`config.mk`:
```
export PLATFORM = sky130hd
export DESIGN_NAME = time_counter
export DESIGN_NICKNAME = d
export VERILOG_FILES = /design/src/rtl/time_pkg.sv /design/src/rtl/tick_prescaler.sv /design/src/rtl/time_counter.sv
export SDC_FILE = /design/constraint.sdc
export NUM_CORES = 1
export LEC_CHECK = 0
export ABC_AREA = 1
export ABC_CLOCK_PERIOD_IN_PS = 1900
export CORE_MARGIN = 1
export CORE_UTILIZATION = 45
export CTS_BUF_LIST = sky130_fd_sc_hd__clkbuf_4
export DETAILED_ROUTE_END_ITERATION = 10
export HOLD_SLACK_MARGIN = 0.12
export PLACE_DENSITY = 0.77
export SLEW_MARGIN = 20
export SYNTH_ARGS = -nofsm -noshare
export SYNTH_HDL_FRONTEND = slang
export SYNTH_SLANG_ARGS = --single-unit
```
`constraint.sdc`:
```
create_clock -name clk -period 1.9 [get_ports clk]
set_input_delay 0.38 -clock clk [delete_from_list [all_inputs] [get_ports clk]]
set_output_delay 0.38 -clock clk [all_outputs]
set_load 0.02 [all_outputs]
```
`src/rtl/time_pkg.sv`:
```
// Shared constants and types for the timer datapath counters.
// Also holds the width helper used to size value and prescaler ports.
package time_pkg;

    localparam int SEC_PER_MIN  = 60;
    localparam int MIN_PER_HOUR = 60;
    localparam int HOUR_PER_DAY = 24;

    typedef enum logic {
        DIR_UP   = 1'b0,
        DIR_DOWN = 1'b1
    } dir_e;

    // Bits needed to hold 0..n-1, never fewer than one.
    function automatic int count_width(input int n);
        return ($clog2(n) > 1) ? $clog2(n) : 1;
    endfunction

endpackage

```
`src/rtl/tick_prescaler.sv`:
```
// Free-running tick divider: counts qualified ticks 0..PRESCALE-1.
// Flags the tick that wraps it as a step.
module tick_prescaler
    import time_pkg::*;
#(
    parameter int  PRESCALE = 60,
    localparam int PW       = count_width(PRESCALE)
) (
    input  logic          clk,
    input  logic          rst_n,
    input  logic          clr,
    input  logic          tick,
    output logic [PW-1:0] pre_o,
    output logic          step
);

    localparam logic [PW-1:0] PRE_LAST = PW'(PRESCALE - 1);

    always_ff @(posedge clk) begin
        if (!rst_n || clr) begin
            pre_o <= '0;
        end else if (tick) begin
            pre_o <= (pre_o == PRE_LAST) ? '0 : pre_o + 1'b1;
        end
    end

    // Not masked by clr; the parent gives clear/load priority over the step.
    assign step = tick && (pre_o == PRE_LAST);

endmodule

```
`src/rtl/time_counter.sv`:
```
// Cascadable modulo time counter with prescaler, up/down, preset/clear and
// optional saturation. carry_o feeds tick_i of the next stage.
module time_counter
    import time_pkg::*;
#(
    parameter int  PRESCALE = 60,
    parameter int  MODULO   = 24,
    parameter int  WRAP     = 1,
    localparam int W        = count_width(MODULO),
    localparam int PW       = count_width(PRESCALE)
) (
    input  logic          clk,
    input  logic          rst_n,
    input  logic          tick_i,
    input  logic          en_i,
    input  logic          dir_i,
    input  logic          load_i,
    input  logic [W-1:0]  load_val_i,
    input  logic          clr_i,
    output logic [W-1:0]  value_o,
    output logic [PW-1:0] pre_o,
    output logic          carry_o,
    output logic          sat_o
);

    localparam logic [W-1:0] VAL_LAST = W'(MODULO - 1);
    localparam logic [W:0]   MOD_EXT  = (W + 1)'(MODULO);

    dir_e         dir;
    logic         qtick;
    logic         step;
    logic         at_terminal;
    logic [W-1:0] load_clamped;
    logic [W-1:0] value_d;
    logic         carry_d;

    assign dir          = dir_e'(dir_i);
    assign qtick        = tick_i && en_i;
    assign at_terminal  = (dir == DIR_DOWN) ? (value_o == '0) : (value_o == VAL_LAST);
    assign sat_o        = at_terminal;
    assign load_clamped = ({1'b0, load_val_i} >= MOD_EXT) ? VAL_LAST : load_val_i;

    tick_prescaler #(
        .PRESCALE(PRESCALE)
    ) u_prescaler (
        .clk  (clk),
        .rst_n(rst_n),
        .clr  (clr_i || load_i),
        .tick (qtick),
        .pre_o(pre_o),
        .step (step)
    );

    // Terminal count is tested before stepping so the value never leaves 0..MODULO-1.
    always_comb begin
        value_d = value_o;
        carry_d = 1'b0;
        if (step) begin
            if (!at_terminal) begin
                value_d = (dir == DIR_DOWN) ? value_o - 1'b1 : value_o + 1'b1;
            end else if (WRAP != 0) begin
                value_d = (dir == DIR_DOWN) ? VAL_LAST : '0;
                carry_d = 1'b1;
            end
        end
    end

    always_ff @(posedge clk) begin
        if (!rst_n || clr_i) begin
            value_o <= '0;
            carry_o <= 1'b0;
        end else if (load_i) begin
            value_o <= load_clamped;
            carry_o <= 1'b0;
        end else begin
            value_o <= value_d;
            carry_o <= carry_d;
        end
    end

endmodule

```
==> impl_metrics.toml <==
[global_route]
grt_util_all_layers_pct = 20.8
antenna_found_initial = 0
grt_pass1_wl_um = 3080
grt_pass1_vias = 791
grt_max_degree = 8
overflow = 0

[power]
p_comb_share_pct = 25.2
clockPowerShare_pct = 28.5
seqPwrFrac_pct = 46.3
power_switching_uw = 170
ir_drop_uv = 462
p_int_uw = 400
switching_share_pct = 29.8
powerDensity_nw_per_um2 = 496
p_leak_uw = 0.000518

[finish]
n_antenna_cell = 0
utilization_pct = 67.3
fin_area_um2 = 1150
final-seq-area_um2 = 240
fin_nets = 172
multiInputGateArea_um2 = 519
fillCellCount = 151
drive_gt1_share_pct = 13.0
area_growth_pct = 40.4

[clocking]
cts_buffers = 3
path_clk_slew_ns = 0.08
clock-sinks = 12
htreeDepth = 1
tritoncts = "yes"
clk_latency_ns = 0.28
cts_buffer_depth = 2
cts_root_buf = "clkbuf_4"
post_cts_buffers = 0

[worst_setup_path]
cpLargestDelayFamily = "buffers and inverters"
worstPathCellList = "clkdlybuf4s50_1"
worst-path-buf-inv = 1
arrival_ns = 1.37
end_kind = "output port"
required_ns = 1.52
crit_path_start_kind = "flip-flop"
crit_path_top_delay_cell = "clkdlybuf4s50_1"
path_class = "flip-flop to output port"
max_stage_delay_ns = 0.65
crit_fanout = 6

[logic_synthesis]
ys_ff_latch = 12
ys_warn_count = 0
synth_area_per_cell_um2 = 6.71
seq_area_frac_synth_pct = 29.4
netlist_area_um2 = 818
ys_types = 22
synthCells = 122
syn_nets = 139

[floorplanning]
io_pins = 25
start_util_pct = 47.9
die-area_um2 = 1990
fp.dieH_um = 44.6
die_x_um = 44.6
core_area_um2 = 1710
placementRows = 15

[timing]
fin_ws_ns = 0.151
period_minus_slack_ns = 1.75
setup_viol = 0
worstMarginPinSlew_ns = 0.235
drv_slew = 0
grt_setup_unrepaired = "no"
min_period_over_period_pct = 92.1
hold_viol_final = 0
max_freq_ghz = 0.572
whs_ns = 0.506
skew_ns = 0.00835
tns_ns = 0
relSlewSlack_pct = 84.3

[routing]
drtPass1Iterations = 5
antenna_left = 0
avgViaCountPerCell = 4.98
totalWireLength_um = 1910
drc = 0
post_drt_wl_per_cell_um = 10.7
drtIter0Drc = 32
vias = 891

[placed_design]
gp_congestion = 0.875
pre_cts_slack_ns = -0.273
placed_cell_area_um2 = 1120
io_buffers = 24
place_hpwl_um = 1500

[hold_path]
min_path_type = "flip-flop to flip-flop"

[job]
maxCapViolations = 0

[run_status]
status = "completed"
synthesized netlist by cell type:
cell type  count  area share, %
nand3_1        7            4.3
nor2_4         1            1.4
xor2_1         3            3.2
nand4_1        2            1.5
ha_1           4            6.1
nor2_2         1           0.77
nor2_1        18            8.3
nor3_2         2            2.4
a21oi_1        6            3.7
buf_2          1           0.61
inv_1         14            6.4
nor4_1         2            1.5
nand2_1       34             16
fa_1           1            2.4
nand4_4        1            2.6
dfxtp_1       12             29
xnor2_1        1            1.1
or2_1          1           0.77
inv_2          1           0.46
nand2_2        3            2.3
o21ai_0        6            3.7
nor3b_2        1            1.5
routing by layer:
layer  track usage [%]  share of wire (%)  vias to the layer above
li1                  -                  -                      457
met3              6.94                8.8                        0
met5                 0                  0                        -
met2              33.8                 48                       39
met1              25.8                 43                      395
met4              6.67                  0                        0
layout by cell type (no fill, tap or decap), drive strengths merged, types with 4 or more instances in the layout:
master / instances
ha: 4
clkdlybuf4s50: 22
a21oi: 6
nand3: 7
nand2: 37
dfxtp: 12
o21ai: 6
inv: 15
nor2: 20
buf: 5
clkbuf: 4
worst paths after layout:
path / startpoint / endpoint / slack, ns / cells after the start
min: u_prescaler.pre_o[0] / u_prescaler.pre_o[0] / 0.51 / 2
max: value_o[2] / value_o[2] / 0.15 / 1
min reg2reg: u_prescaler.pre_o[0] / u_prescaler.pre_o[0] / 0.51 / 2
max reg2reg: value_o[0] / value_o[4] / 0.38 / 11
sequential cells by signal, indices dropped and copies added, names as in the netlist:
name               cells
u_prescaler.pre_o      6
value_o                5
carry_o                1
kinds of logic (layout without fill, tap and decap cells):
group,Yosys count,count (layout),share of synthesized area (%)
AO/OA/AOI/OAI,12,12,7.34
flip-flops,12,12,29.4
buffers and inverters,16,48,7.49
adder cells (fa/ha/maj),5,5,8.56
XOR/XNOR,4,4,4.28
AND/OR/NAND/NOR,73,73,43.0
layout make-up:
class | count | share of cell area, %
multi-input cells | 94 | 45.2
clock buffers | 3 | 1.96
clock inverters | 1 | 0.327
inverters | 15 | 4.90
well taps | 25 | 2.72
flip-flops and latches | 12 | 20.9
repair buffers | 29 | 24.0
power by group through the flow:
stage	Sequential (uW)	Combinational (uW)	Clock, uW
after global routing	264	161	176
after floorplan	274	73.3	0
after global placement	269	141	0
after CTS	263	143	167
final	264	143	163
after detailed placement	269	143	0
timing repair:
action / in CTS / in global routing
hold buffers: 0 / 0
endpoints found under the setup margin: 1 / 2
resized for setup: 2 / 3
metrics by stage:
step                      cells  power [uW]
after floorplan             122         347
after global placement      175         410
after detailed placement    175         413
after CTS                   179         574
after global routing        179         602
final                       179         569
Power figures use the tool's default switching activity.
